$ cat src/rtl/sw4_debounce_pkg.sv
// Shared types and default parameters for the switch-bank debouncer.
// Contents:
//   db_state_t    FSM state encoding (IDLE, COUNT)
//   SW_WIDTH      default number of switch bits
//   SW_DB_CYCLES  default number of consecutive stable cycles before commit
package sw_db_pkg;

  typedef enum logic {IDLE, COUNT} db_state_t;

  localparam int SW_WIDTH     = 4;
  localparam int SW_DB_CYCLES = 16;

endpackage

$ cat src/rtl/sw4_debounce_if.sv
// Switch-bank interface between the raw switches, the debouncer and its consumer.
// Optional macro: SW4_EDGE_EN adds the per-bit sw_rise/sw_fall pulses.
// Signals:
//   sw_in    raw switch levels, asynchronous to clk
//   sw_out   debounced word
//   sw_chg   one-cycle pulse when sw_out takes a new value
//   busy     high while a candidate word is being qualified
//   sw_rise  per-bit 0->1 pulse aligned with sw_chg   (SW4_EDGE_EN only)
//   sw_fall  per-bit 1->0 pulse aligned with sw_chg   (SW4_EDGE_EN only)
// Modports: master = switch source / consumer side, slave = debouncer.
interface sw4_debounce_if #(
  parameter int WIDTH = sw_db_pkg::SW_WIDTH
);
  logic [WIDTH-1:0] sw_in;
  logic [WIDTH-1:0] sw_out;
  logic             sw_chg;
  logic             busy;
`ifdef SW4_EDGE_EN
  logic [WIDTH-1:0] sw_rise;
  logic [WIDTH-1:0] sw_fall;

  modport master (output sw_in, input sw_out, sw_chg, busy, sw_rise, sw_fall);
  modport slave  (input sw_in, output sw_out, sw_chg, busy, sw_rise, sw_fall);
`else
  modport master (output sw_in, input sw_out, sw_chg, busy);
  modport slave  (input sw_in, output sw_out, sw_chg, busy);
`endif
endinterface

$ cat src/rtl/sw4_debounce_sync2.sv
// Two-flop synchroniser, one chain per bit.
// Ports:
//   clk    clock
//   rst_n  asynchronous active-low reset, clears both stages
//   d      asynchronous input word
//   q      synchronised word, two clk edges after sampling
module sync2 #(
  parameter int WIDTH = 4
) (
  input  logic             clk,
  input  logic             rst_n,
  input  logic [WIDTH-1:0] d,
  output logic [WIDTH-1:0] q
);

  logic [WIDTH-1:0] meta_q;
  logic [WIDTH-1:0] sync_q;

  always_ff @(posedge clk or negedge rst_n) begin
    if (!rst_n) begin
      meta_q <= '0;
      sync_q <= '0;
    end else begin
      meta_q <= d;
      sync_q <= meta_q;
    end
  end

  assign q = sync_q;

endmodule

$ cat src/rtl/sw4_debounce.sv
// Word-wide switch debouncer in front of the 4-bit reduction-gate block.
// The synchronised word must stay identical for DB_CYCLES consecutive cycles
// before it is committed to sw_out; any movement restarts or aborts qualification.
// Optional macro: SW4_EDGE_EN adds registered per-bit rise/fall pulses on commit.
// Ports:
//   clk    clock, all flops rise-edge
//   rst_n  asynchronous active-low reset
//   bus    sw4_debounce_if slave: sw_in in; sw_out, sw_chg, busy (, sw_rise, sw_fall) out
//
// state | meaning
// IDLE  | synchronised word equals sw_out, nothing to qualify
// COUNT | candidate word differs from sw_out, counting stable cycles
module sw4_debounce
  import sw_db_pkg::*;
#(
  parameter int WIDTH     = SW_WIDTH,
  parameter int DB_CYCLES = SW_DB_CYCLES
) (
  input logic          clk,
  input logic          rst_n,
  sw4_debounce_if.slave bus
);

  localparam int CNT_W = $clog2(DB_CYCLES + 1);
  localparam logic [CNT_W-1:0] CNT_LAST = CNT_W'(DB_CYCLES - 1);
  localparam logic [CNT_W-1:0] CNT_ONE  = CNT_W'(1);

  logic [WIDTH-1:0] sync_w;

  db_state_t        state_q, state_d;
  logic [WIDTH-1:0] cand_q, cand_d;
  logic [CNT_W-1:0] cnt_q, cnt_d;
  logic [WIDTH-1:0] sw_out_q, sw_out_d;
  logic             chg_q, chg_d;

  sync2 #(.WIDTH(WIDTH)) u_sync (
    .clk   (clk),
    .rst_n (rst_n),
    .d     (bus.sw_in),
    .q     (sync_w)
  );

  always_comb begin
    state_d  = state_q;
    cand_d   = cand_q;
    cnt_d    = cnt_q;
    sw_out_d = sw_out_q;
    chg_d    = 1'b0;
    case (state_q)
      IDLE: begin
        if (sync_w != sw_out_q) begin
          cand_d  = sync_w;
          cnt_d   = CNT_ONE;
          state_d = COUNT;
        end
      end
      COUNT: begin
        // Order matters: a bounce back to sw_out wins over a restart.
        if (sync_w == sw_out_q) begin
          cnt_d   = '0;
          state_d = IDLE;
        end else if (sync_w != cand_q) begin
          cand_d = sync_w;
          cnt_d  = CNT_ONE;
        end else if (cnt_q == CNT_LAST) begin
          sw_out_d = cand_q;
          chg_d    = 1'b1;
          cnt_d    = '0;
          state_d  = IDLE;
        end else begin
          cnt_d = cnt_q + CNT_ONE;
        end
      end
      default: state_d = IDLE;
    endcase
  end

  always_ff @(posedge clk or negedge rst_n) begin
    if (!rst_n) begin
      state_q  <= IDLE;
      cand_q   <= '0;
      cnt_q    <= '0;
      sw_out_q <= '0;
      chg_q    <= 1'b0;
    end else begin
      state_q  <= state_d;
      cand_q   <= cand_d;
      cnt_q    <= cnt_d;
      sw_out_q <= sw_out_d;
      chg_q    <= chg_d;
    end
  end

  assign bus.sw_out = sw_out_q;
  assign bus.sw_chg = chg_q;
  assign bus.busy   = (state_q == COUNT);

`ifdef SW4_EDGE_EN
  logic [WIDTH-1:0] rise_q, rise_d;
  logic [WIDTH-1:0] fall_q, fall_d;

  // Edges are taken against the word being replaced, only on the commit cycle.
  always_comb begin
    rise_d = '0;
    fall_d = '0;
    if (chg_d) begin
      rise_d = cand_q & ~sw_out_q;
      fall_d = ~cand_q & sw_out_q;
    end
  end

  always_ff @(posedge clk or negedge rst_n) begin
    if (!rst_n) begin
      rise_q <= '0;
      fall_q <= '0;
    end else begin
      rise_q <= rise_d;
      fall_q <= fall_d;
    end
  end

  assign bus.sw_rise = rise_q;
  assign bus.sw_fall = fall_q;
`endif

endmodule

$ cat src/flat_wrapper.sv
// flat-port wrapper written by rule: the top's interface ports become plain ports
module sw4_debounce_flat import sw_db_pkg::*;
#(
  parameter int WIDTH     = SW_WIDTH,
  parameter int DB_CYCLES = SW_DB_CYCLES
)
  (clk, rst_n, bus_sw_in, bus_sw_out, bus_sw_chg, bus_busy);
  sw4_debounce_if #(.WIDTH(WIDTH)) bus_i ();
  input logic clk;
  input logic rst_n;
  input wire logic [$bits(bus_i.sw_in)-1:0] bus_sw_in;
  output wire logic [$bits(bus_i.sw_out)-1:0] bus_sw_out;
  output wire logic [$bits(bus_i.sw_chg)-1:0] bus_sw_chg;
  output wire logic [$bits(bus_i.busy)-1:0] bus_busy;
  assign bus_i.sw_in = bus_sw_in;
  assign bus_sw_out = bus_i.sw_out;
  assign bus_sw_chg = bus_i.sw_chg;
  assign bus_busy = bus_i.busy;
  sw4_debounce #(.WIDTH(WIDTH), .DB_CYCLES(DB_CYCLES)) u_core (.clk(clk), .rst_n(rst_n), .bus(bus_i));
endmodule
$ cat config.mk
export PLATFORM = sky130hd
export DESIGN_NAME = sw4_debounce_flat
export DESIGN_NICKNAME = d
export VERILOG_FILES = /design/src/rtl/sw4_debounce_pkg.sv /design/src/rtl/sw4_debounce_if.sv /design/src/rtl/sw4_debounce_sync2.sv /design/src/rtl/sw4_debounce.sv /design/src/flat_wrapper.sv
export SDC_FILE = /design/constraint.sdc
export NUM_CORES = 1
export LEC_CHECK = 0
export BUFFER_PORTS_ARGS = -buffer_cell sky130_fd_sc_hd__buf_2
export CORE_ASPECT_RATIO = 1.4
export CORE_MARGIN = 2
export CORE_UTILIZATION = 49
export CTS_BUF_LIST = sky130_fd_sc_hd__clkbuf_4 sky130_fd_sc_hd__clkbuf_8 sky130_fd_sc_hd__clkbuf_16
export CTS_CLUSTER_SIZE = 12
export DETAILED_ROUTE_END_ITERATION = 8
export MAX_ROUTING_LAYER = met4
export PLACE_DENSITY = 0.78
export SLEW_MARGIN = 20
export SYNTH_ARGS = -nofsm -noshare
export SYNTH_HDL_FRONTEND = slang
export SYNTH_HIERARCHICAL = 1
export SYNTH_SLANG_ARGS = --single-unit
$ cat constraint.sdc
create_clock -name clk -period 1.7 [get_ports clk]
set_clock_uncertainty 0.2 [all_clocks]
set_input_delay 0.17 -clock clk [delete_from_list [all_inputs] [get_ports clk]]
set_output_delay 0.17 -clock clk [all_outputs]
set_load 0.005 [all_outputs]
==> results of run 1 <==
==> worst max-delay path by stage <==
stage,end,slack (ps),depth (start not counted)
2_1_floorplan,u_core/bus.sw_out[0]$_DFFE_PN0P_,-150,4
6_report,u_core/bus.sw_out[3]$_DFFE_PN0P_,-190,5
3_5_place_dp,u_core/bus.sw_out[3]$_DFFE_PN0P_,-160,5
5_1_grt,u_core/bus.sw_out[3]$_DFFE_PN0P_,-220,5
3_3_place_gp,u_core/bus.sw_out[3]$_DFFE_PN0P_,-120,5
4_1_cts,u_core/bus.sw_out[3]$_DFFE_PN0P_,-170,5
==> power by group <==
part	switching [W]	total, W	internal (W)
logic	0.0000793	0.000174	0.0000948
registers	0.0000207	0.000589	0.000569
clock network	0.000151	0.000259	0.000108
==> critical path, delay by kind of cell (launching register included) <==
kind	cells	cell delay (ps)
DFF	1	470
and+or+nand+nor	2	450
muxes	1	310
xor gates and xnor gates	1	180
buffers and inverters	1	170
==> flip-flops by register name, indices dropped and copies added, names as in the netlist <==
name / count
u_core/cnt_q: 5
u_core/bus.sw_chg: 1
u_core/u_sync/meta_q: 4
u_core/bus.sw_out: 4
u_core/bus.busy: 1
u_core/cand_q: 4
u_core/u_sync/q: 4
==> metrics by stage <==
stage | utilization | power [W] | cells
floorplan | - | 0.000657 | 78
global placement | 0.624 | 0.000710 | 127
detailed placement | 0.624 | 0.000715 | 127
CTS | 0.713 | 0.00101 | 139
global route | 0.742 | 0.00107 | 140
finish | 0.742 | 0.00102 | 140
==> layout make-up <==
type | count | area [um^2] | share of cell area
clock buffer | 4 | 30.0 | 0.0210
multi-input combinational | 49 | 487 | 0.341
tap | 21 | 26.3 | 0.0184
sequential | 23 | 578 | 0.405
timing repair buffer | 40 | 297 | 0.208
inverter | 3 | 11.3 | 0.00788
==> routing by layer <==
metal  wire, um  vias up  part of all wire
met5          0        -                 0
met4         91        0             0.039
met3         77        8             0.033
met2       1320       21              0.56
met1        869      363              0.37
li1           -      361                 -
==> kinds of logic after synthesis <==
kind of cell               synth area share
and+or+nand+nor                       0.159
DFF                                   0.587
xor gates and xnor gates             0.0714
muxes                                0.0918
AOI/OAI and AO/OA                    0.0536
buffers and inverters                0.0242
adders and majority gates            0.0128
==> synthesized netlist by cell type, types with 3 or more instances <==
cell | count | area share
dfrtp_1 | 23 | 0.59
mux2_2 | 8 | 0.092
nand4_1 | 4 | 0.026
inv_1 | 3 | 0.011
xnor2_1 | 8 | 0.071
nand2_1 | 3 | 0.011
nand3_1 | 9 | 0.046
==> repair_timing <==
action | 4_1_cts | 5_1_grt
setup endpoints to repair | 7 | 11
buffers inserted | 3 | 1
hold buffers | 5 | 0
pin swaps | 6 | 5
endpoints found under the hold margin | 27 | 0
resized for setup | 14 | 12
==> results.py, run 1 <==
metrics = {
    "timing": {
        "min_period_ps": 1890,
        "fin_tns_setup_ps": -1100,
        "relSlewSlack": 0.669,
        "worstMarginPinSlew_ps": 496,
        "hold_violations": 0,
        "fin_crit_sh": 1.11,
        "grt_setup_unrepaired": "true",
        "max_freq_ghz": 0.530,
        "setup_violations": 9,
        "hold_ws_ps": 140,
        "drv_slew": 0,
        "setup_ws_ps": -187,
    },
    "setup_path": {
        "slowest_stage": "dfrtp_1",
        "rr_startpoint": "u_core/u_sync/q[2]$_DFF_PN0_",
        "crit_required_ps": 1700,
        "reg2reg_depth": 5,
        "critPathMaxStageDelay_ps": 470,
        "r2r-end": "u_core/bus.sw_out[3]$_DFFE_PN0P_",
        "path_class": "flip-flop to flip-flop",
        "critPathMaxFanout": 5,
        "start_kind": "flip-flop",
        "cp-end-kind": "flip-flop",
        "reg2reg_slack_ps": -190,
        "startpoint": "u_core/u_sync/q[2]$_DFF_PN0_",
        "critPathArrivalTime_ps": 1890,
        "crit_chain": "xnor2_2 -> and4_4 -> nor4_4 -> buf_6 -> mux2_4",
    },
    "place": {
        "postPlaceCellArea_um2": 1200,
        "dp_hpwl_mm": 1.41,
        "pre_cts_ws_ps": -162,
        "io_buffers": 11,
        "gp_congestion": 0.847,
    },
    "run_status": {
        "outcome": "finished with violations",
        "violations": "setup timing",
    },
    "global_route": {
        "met1_usage": 0.219,
        "grt_antenna_before_repair": 0,
        "grt_use_met2": 0.337,
        "met3_usage": 0.0316,
        "grt_max_degree": 24,
        "grt_busiest_layer": "met2",
        "grt_use_total": 0.208,
        "grt_pass1_wl_mm": 3.44,
        "gr-total-overflow": 0,
        "grt_pass1_vias": 776,
    },
    "synthesis": {
        "synth_edf_count": 0,
        "ys_ff_latch": 23,
        "avgSynthCellArea_um2": 12.6,
        "synth_ff_type": "dfrtp_1",
        "syn_nets": 85,
        "synth_cell_types": 27,
        "syn_area_um2": 981,
        "synthCells": 78,
        "synthArstFlopShare": 1.00,
        "synth_seq_area_share": 0.587,
        "yosys_warnings": 6,
    },
    "drt": {
        "wl_per_cell_um": 16.9,
        "via_count": 753,
        "drc_errors": 0,
        "drt-total-wl_mm": 2.36,
        "viasPerCell": 5.38,
        "drtIter0Drc": 16,
        "first_pass_iters": 4,
        "ant_nets": 0,
    },
    "power": {
        "p_leak_nw": 0.679,
        "powerDensity_nw_per_um2": 715,
        "ir_drop_uv": 679,
    },
    "final_layout": {
        "drive_gt1_frac": 0.538,
        "layout_common_cells": "buf_4 (21), dfrtp_1 (21), buf_2 (11), xnor2_2 (7), nand3_1 (7)",
        "area_growth_pct": 45.7,
        "diodes": 0,
        "layout.nets": 127,
        "fin_area_um2": 1430,
        "fill_cells": 124,
    },
    "cts": {
        "insertion_delay_ps": 310,
        "htreeDepth": 1,
        "clock-sinks": 23,
        "cts_root_buf": "clkbuf_4",
        "path_clk_slew_ps": 110,
        "clk_path_buf_depth": 2,
        "cts_tree": "done",
        "cts_inserted_buffers": 3,
    },
    "job": {
        "drv_cap": 0,
    },
    "floorplan": {
        "io_pins": 12,
        "fp-row-count": 19,
        "fp.dieW_um": 41.8,
        "die_area_um2": 2380,
        "dieHeight_um": 56.9,
        "coreArea_um2": 1930,
        "start_util": 0.509,
    },
    "min_path": {
        "hold_class": "primary input to async pin",
    },
}
Power figures use the tool's default switching activity.
==> inputs of run 2 (changes only) <==
--- a/config.mk
+++ b/config.mk
@@ -5,14 +5,14 @@
 export SDC_FILE = /design/constraint.sdc
 export NUM_CORES = 1
 export LEC_CHECK = 0
+export ABC_AREA = 1
 export BUFFER_PORTS_ARGS = -buffer_cell sky130_fd_sc_hd__buf_2
 export CORE_ASPECT_RATIO = 1.4
 export CORE_MARGIN = 2
-export CORE_UTILIZATION = 49
+export CORE_UTILIZATION = 50
 export CTS_BUF_LIST = sky130_fd_sc_hd__clkbuf_4 sky130_fd_sc_hd__clkbuf_8 sky130_fd_sc_hd__clkbuf_16
 export CTS_CLUSTER_SIZE = 12
 export DETAILED_ROUTE_END_ITERATION = 8
-export MAX_ROUTING_LAYER = met4
 export PLACE_DENSITY = 0.78
 export SLEW_MARGIN = 20
 export SYNTH_ARGS = -nofsm -noshare
==> run 2 against run 1 <==
Critical path type unchanged. Register-to-register slack better by 250 ps. Wire length decreased by 18%. Count of clock-buffer cells in the layout did not move. Maximum frequency up 16%. The run now ends clean. Power decreased by 2.4%. Sequential power rose by 3%. Largest power group unchanged. Worst hold slack improved by 2.7 ps. Highest routed layer unchanged.
==> results.py, run 2 <==
metrics = {
    "cts": {
        "insertion_delay_ps": 300,
        "path_clk_slew_ps": 120,
        "cts_root_buf": "clkbuf_4",
        "clock-sinks": 23,
        "clk_path_buf_depth": 2,
        "htreeDepth": 1,
        "cts_tree": "done",
        "cts_inserted_buffers": 3,
    },
    "floorplan": {
        "dieHeight_um": 60.0,
        "coreArea_um2": 2150,
        "io_pins": 12,
        "fp.dieW_um": 44.0,
        "start_util": 0.521,
        "die_area_um2": 2640,
        "fp-row-count": 20,
    },
    "synthesis": {
        "netlist.area_leader.share": 0.513,
        "syn_area_um2": 1120,
        "synthXorXnorAreaFrac": 0.0313,
        "synth_top_family_by_area": "simple AND/OR/NAND/NOR gates",
        "synth_mux_area_frac": 0,
        "ys_ff_latch": 23,
        "yosys_warnings": 6,
        "syn_nets": 141,
        "synthAdderAreaFrac": 0.0112,
        "synthCells": 134,
        "yosys.area_share.simple": 0.365,
        "synth-compound-area-share": 0.00893,
        "synthArstFlopShare": 1.00,
        "avgSynthCellArea_um2": 8.37,
        "synth_seq_area_share": 0.513,
        "synth_ff_type": "dfrtp_1",
        "synth.area.top_cells": "dfrtp_1 (51%), nand2_1 (18%), inv_1 (5.0%)",
        "yosysTopAreaCell": "dfrtp_1",
        "post-synth-top-count-cell": "nand2_1",
        "synth_edf_count": 0,
        "synth_cell_types": 19,
        "yosys-top-cells-count": "nand2_1 (53), dfrtp_1 (23), inv_1 (15)",
    },
    "setup_path": {
        "path_class": "flip-flop to flip-flop",
        "slowest_stage": "dfrtp_1",
        "crit_top_cell": "nand2_1",
        "cp-end-kind": "flip-flop",
        "crit_end": "u_core/bus.busy$_DFF_PN0_",
        "r2r-end": "u_core/bus.busy$_DFF_PN0_",
        "crit_required_ps": 1710,
        "critPathMaxStageDelay_ps": 410,
        "critPathArrivalTime_ps": 1640,
        "startpoint": "u_core/cnt_q[0]$_DFFE_PN0P_",
        "start_kind": "flip-flop",
        "rr_startpoint": "u_core/cnt_q[0]$_DFFE_PN0P_",
        "reg2reg_slack_ps": 70,
        "critPathMaxFanout": 4,
        "crit_chain": "ha_1 -> nand4_1 -> nor2_4 -> buf_4 -> nand2_1 -> nand2_1 -> inv_1",
        "reg2reg_depth": 7,
    },
    "power": {
        "finalPower_w": 0.000998,
        "ir_drop_uv": 662,
        "powerDensity_nw_per_um2": 766,
        "p_leak_nw": 0.700,
    },
    "timing": {
        "worstMarginPinSlew_ps": 486,
        "setup_ws_ps": 66.5,
        "min_period_ps": 1630,
        "hold_violations": 0,
        "fin_crit_sh": 0.961,
        "drv_slew": 0,
        "relSlewSlack": 0.676,
        "setup_violations": 0,
        "max_freq_ghz": 0.612,
    },
    "final_layout": {
        "layout_commonest_cell": "nand2_1",
        "drive_gt1_frac": 0.218,
        "top_register": "u_core/cnt_q",
        "layout.nets": 164,
        "largest_register_ffs": 5,
        "fill_cells": 173,
        "fin_cells": 178,
        "area_growth_pct": 16.2,
        "finish.utilization": 0.605,
        "diodes": 0,
        "layout_common_cells": "nand2_1 (53), dfrtp_1 (21), inv_1 (15), buf_2 (11), nand4_1 (8)",
    },
    "global_route": {
        "grt_max_degree": 24,
        "grt_pass1_vias": 801,
        "grt_pass1_wl_mm": 3.30,
        "grt_use_total": 0.173,
        "gr-total-overflow": 0,
        "grt_antenna_before_repair": 0,
    },
    "place": {
        "dp_cells": 166,
        "pre_cts_ws_ps": 44.1,
        "dp_hpwl_mm": 1.44,
        "gp_congestion": 0.818,
        "io_buffers": 11,
    },
    "min_path": {
        "hold_class": "primary input to async pin",
    },
    "run_status": {
        "outcome": "complete, no violations",
    },
    "drt": {
        "first_pass_iters": 4,
        "viasPerCell": 4.99,
        "drc_errors": 0,
        "via_count": 889,
        "wl_per_cell_um": 10.8,
        "drt-total-wl_mm": 1.93,
        "ant_nets": 0,
        "drtIter0Drc": 31,
    },
    "job": {
        "drv_cap": 0,
    },
}
## run 2: worst max-delay path: cells and delay by family (launching register included)
family | cells | cell delay (ps)
fa+ha+maj | 1 | 220
buf+inv | 2 | 180
flops | 1 | 410
simple gates | 4 | 540
## run 2: per-layer routing
layer  global-route usage  up-vias  part of all wire
li1                     -      462                 -
met1                0.191      412              0.44
met2                0.303       13              0.53
met3               0.0181        2             0.020
met4                0.121        0             0.012
met5                    0        -                 0
## run 2: worst min path at each step
stage / end / cells past startpoint / startpoint / slack, ps
after CTS: u_core/bus.sw_out[0]$_DFFE_PN0P_ / 2 / rst_n / 160
final: u_core/bus.sw_out[0]$_DFFE_PN0P_ / 2 / rst_n / 140
after global routing: u_core/bus.sw_out[3]$_DFFE_PN0P_ / 2 / rst_n / 170
after detailed placement: u_core/bus.sw_out[0]$_DFFE_PN0P_ / 1 / rst_n / -30
after floorplan: u_core/bus.busy$_DFF_PN0_ / 0 / rst_n / -330
after global placement: u_core/bus.sw_chg$_DFF_PN0_ / 1 / rst_n / -40
## run 2: kinds of logic after synthesis
logic type	after synthesis
XOR/XNOR	4
flip-flops	23
adder cells (fa/ha/maj)	1
buffers and inverters	19
AND/OR/NAND/NOR	85
AO/OA/AOI/OAI	2
## run 2: what timing repair did
action	4_1_cts	5_1_grt
endpoints found under the setup margin	0	5
hold buffers	5	0
buffers inserted	0	3
resized for setup	0	3
hold endpoints to repair	27	0
## run 2: stage by stage
stage          instance area [um^2]  TNS [ps]  hold WS, ps
2_1_floorplan                  1120         0         -326
3_3_place_gp                   1190         0        -42.2
3_5_place_dp                   1190         0        -31.3
4_1_cts                        1270         0          160
5_1_grt                        1300     -42.1          171
6_report                       1300         0          143
## run 2: cell type report
class / instances / area, um^2 / area share
Tap cell: 22 / 27.5 / 0.0211
Sequential cell: 23 / 578 / 0.444
Multi-Input combinational cell: 92 / 472 / 0.362
Timing Repair Buffer: 19 / 128 / 0.0980
Clock buffer: 4 / 30.0 / 0.0231
Inverter: 18 / 67.6 / 0.0519
## run 2: power by group
group	total [W]	internal [W]	switching, W
registers	0.000606	0.000575	0.0000313
clock network	0.000259	0.000107	0.000152
logic	0.000133	0.0000543	0.0000785
==> inputs of run 3 (changes only) <==
--- a/config.mk
+++ b/config.mk
@@ -13,7 +13,9 @@
 export CTS_BUF_LIST = sky130_fd_sc_hd__clkbuf_4 sky130_fd_sc_hd__clkbuf_8 sky130_fd_sc_hd__clkbuf_16
 export CTS_CLUSTER_SIZE = 12
 export DETAILED_ROUTE_END_ITERATION = 8
-export PLACE_DENSITY = 0.78
+export PLACE_DENSITY = 0.77
+export RECOVER_POWER = 25
+export SKIP_CTS_REPAIR_TIMING = 1
 export SLEW_MARGIN = 20
 export SYNTH_ARGS = -nofsm -noshare
 export SYNTH_HDL_FRONTEND = slang
==> run 3 against run 2 <==
Sequential share of layout area up 0.38 points. Wire length down 3.5%. Power fell by 0.28%. Sequential cell count is the same. Cell area decreased by 1.1%. Via count decreased by 3.4%. First-iteration DRC count decreased by 29%. Combinational power about the same. Critical path depth is 1 lower. Sequential power hardly changed.
==> results.py, run 3 (synthesis results as in run 2) <==
metrics = {
    "global_route": {
        "grt_antenna_before_repair": 0,
        "grt_pass1_vias": 787,
        "grt_pass1_wl_mm": 3.04,
        "grt_use_total": 0.157,
        "grt_max_degree": 24,
        "gr-total-overflow": 0,
    },
    "drt": {
        "wl_per_cell_um": 10.6,
        "via_count": 859,
        "drt-total-wl_mm": 1.86,
        "drc_errors": 0,
        "drtIter0Drc": 22,
        "viasPerCell": 4.91,
        "first_pass_iters": 4,
        "ant_nets": 0,
    },
    "final_layout": {
        "layout.nets": 161,
        "top_register": "u_core/cnt_q",
        "area_growth_pct": 15.0,
        "layout_commonest_cell": "nand2_1",
        "largest_register_ffs": 5,
        "layout_common_cells": "nand2_1 (53), dfrtp_1 (22), inv_1 (15), buf_2 (10), nand4_1 (8)",
        "diodes": 0,
        "multi_input_area_um2": 482,
        "drive_gt1_frac": 0.203,
        "fill_cells": 183,
        "register_area_um2": 577,
    },
    "run_status": {
        "outcome": "complete, no violations",
    },
    "min_path": {
        "hold_class": "flip-flop to flip-flop",
    },
    "floorplan": {
        "die_area_um2": 2640,
        "start_util": 0.521,
        "fp.dieW_um": 44.0,
        "dieHeight_um": 60.0,
        "fp-row-count": 20,
        "coreArea_um2": 2150,
        "io_pins": 12,
    },
    "power": {
        "ir_drop_uv": 593,
        "powerDensity_nw_per_um2": 772,
        "p_leak_nw": 0.684,
    },
    "setup_path": {
        "critPathMaxStageDelay_ps": 410,
        "cp_top_family": "simple AND/OR/NAND/NOR gates",
        "crit_top_cell": "nand2_1",
        "critical_path_buf_inv_count": 0,
        "crit_required_ps": 1700,
        "path_class": "flip-flop to flip-flop",
        "slowest_stage": "dfrtp_1",
        "cp-end-kind": "flip-flop",
        "start_kind": "flip-flop",
        "crit_chain": "ha_2 -> nand4_1 -> nor2_4 -> nand3_4 -> nand2_1 -> nand2_1",
        "critPathArrivalTime_ps": 1610,
        "critPathMaxFanout": 6,
    },
    "timing": {
        "grt_setup_unrepaired": "false",
        "max_freq_ghz": 0.623,
        "setup_violations": 0,
        "min_period_ps": 1610,
        "relSlewSlack": 0.628,
        "hold_violations": 0,
        "worstMarginPinSlew_ps": 558,
        "fin_crit_sh": 0.944,
        "setup_ws_ps": 94.8,
        "fin_tns_setup_ps": 0,
        "drv_slew": 0,
    },
    "job": {
        "drv_cap": 0,
    },
    "place": {
        "pre_cts_ws_ps": 53.1,
        "gp_congestion": 0.826,
        "dp_hpwl_mm": 1.35,
        "io_buffers": 11,
    },
    "cts": {
        "htreeDepth": 1,
        "cts_inserted_buffers": 3,
        "path_clk_slew_ps": 120,
        "clk_path_buf_depth": 2,
        "insertion_delay_ps": 300,
        "cts_tree": "done",
        "clock-sinks": 23,
        "cts_root_buf": "clkbuf_4",
    },
}
## run 3: area by class of cell
class / instances / share of cell area
well taps: 22 / 0.0214
flip-flops and latches: 23 / 0.448
repair buffers: 16 / 0.0816
multi-input cells: 92 / 0.374
clock buffers: 4 / 0.0233
inverters: 18 / 0.0524
## run 3: final timing paths
path | startpoint | to | slack [ps] | depth (start not counted)
max | u_core/cnt_q[0]$_DFFE_PN0P_ | u_core/bus.sw_out[3]$_DFFE_PN0P_ | 90 | 6
max reg2reg | u_core/cnt_q[0]$_DFFE_PN0P_ | u_core/bus.sw_out[3]$_DFFE_PN0P_ | 90 | 6
min reg2reg | u_core/u_sync/meta_q[0]$_DFF_PN0_ | u_core/u_sync/q[0]$_DFF_PN0_ | 160 | 0
max in group asynchronous | rst_n | u_core/u_sync/q[1]$_DFF_PN0_ | 730 | 2
min in group asynchronous | rst_n | u_core/bus.sw_chg$_DFF_PN0_ | 170 | 2
min | u_core/u_sync/meta_q[0]$_DFF_PN0_ | u_core/u_sync/q[0]$_DFF_PN0_ | 160 | 0
## run 3: through the flow
| stage | total power [W] | area (um^2) | hold slack, ps | cells | util |
|---|---|---|---|---|---|
| floorplan | 0.000702 | 1120 | -326 | 134 | - |
| global placement | 0.000734 | 1190 | -40.5 | 166 | 0.554 |
| detailed placement | 0.000741 | 1190 | -29.9 | 166 | 0.554 |
| CTS | 0.00100 | 1220 | -376 | 170 | 0.568 |
| global route | 0.00105 | 1290 | 179 | 175 | 0.599 |
| finish | 0.000995 | 1290 | 162 | 175 | 0.599 |
## run 3: metal layers
metal,vias up,global-route usage,share of wire
li1,456,-,-
met1,387,0.159,0.43
met2,12,0.288,0.52
met3,4,0.0211,0.022
met4,0,0.108,0.025
met5,-,0,0
## run 3: where the power goes
| part | internal (W) | total [W] | switching, W |
|---|---|---|---|
| clock network | 0.000107 | 0.000256 | 0.000149 |
| registers | 0.000574 | 0.000605 | 0.0000310 |
| logic | 0.0000554 | 0.000134 | 0.0000781 |
| total | 0.000737 | 0.000995 | 0.000258 |
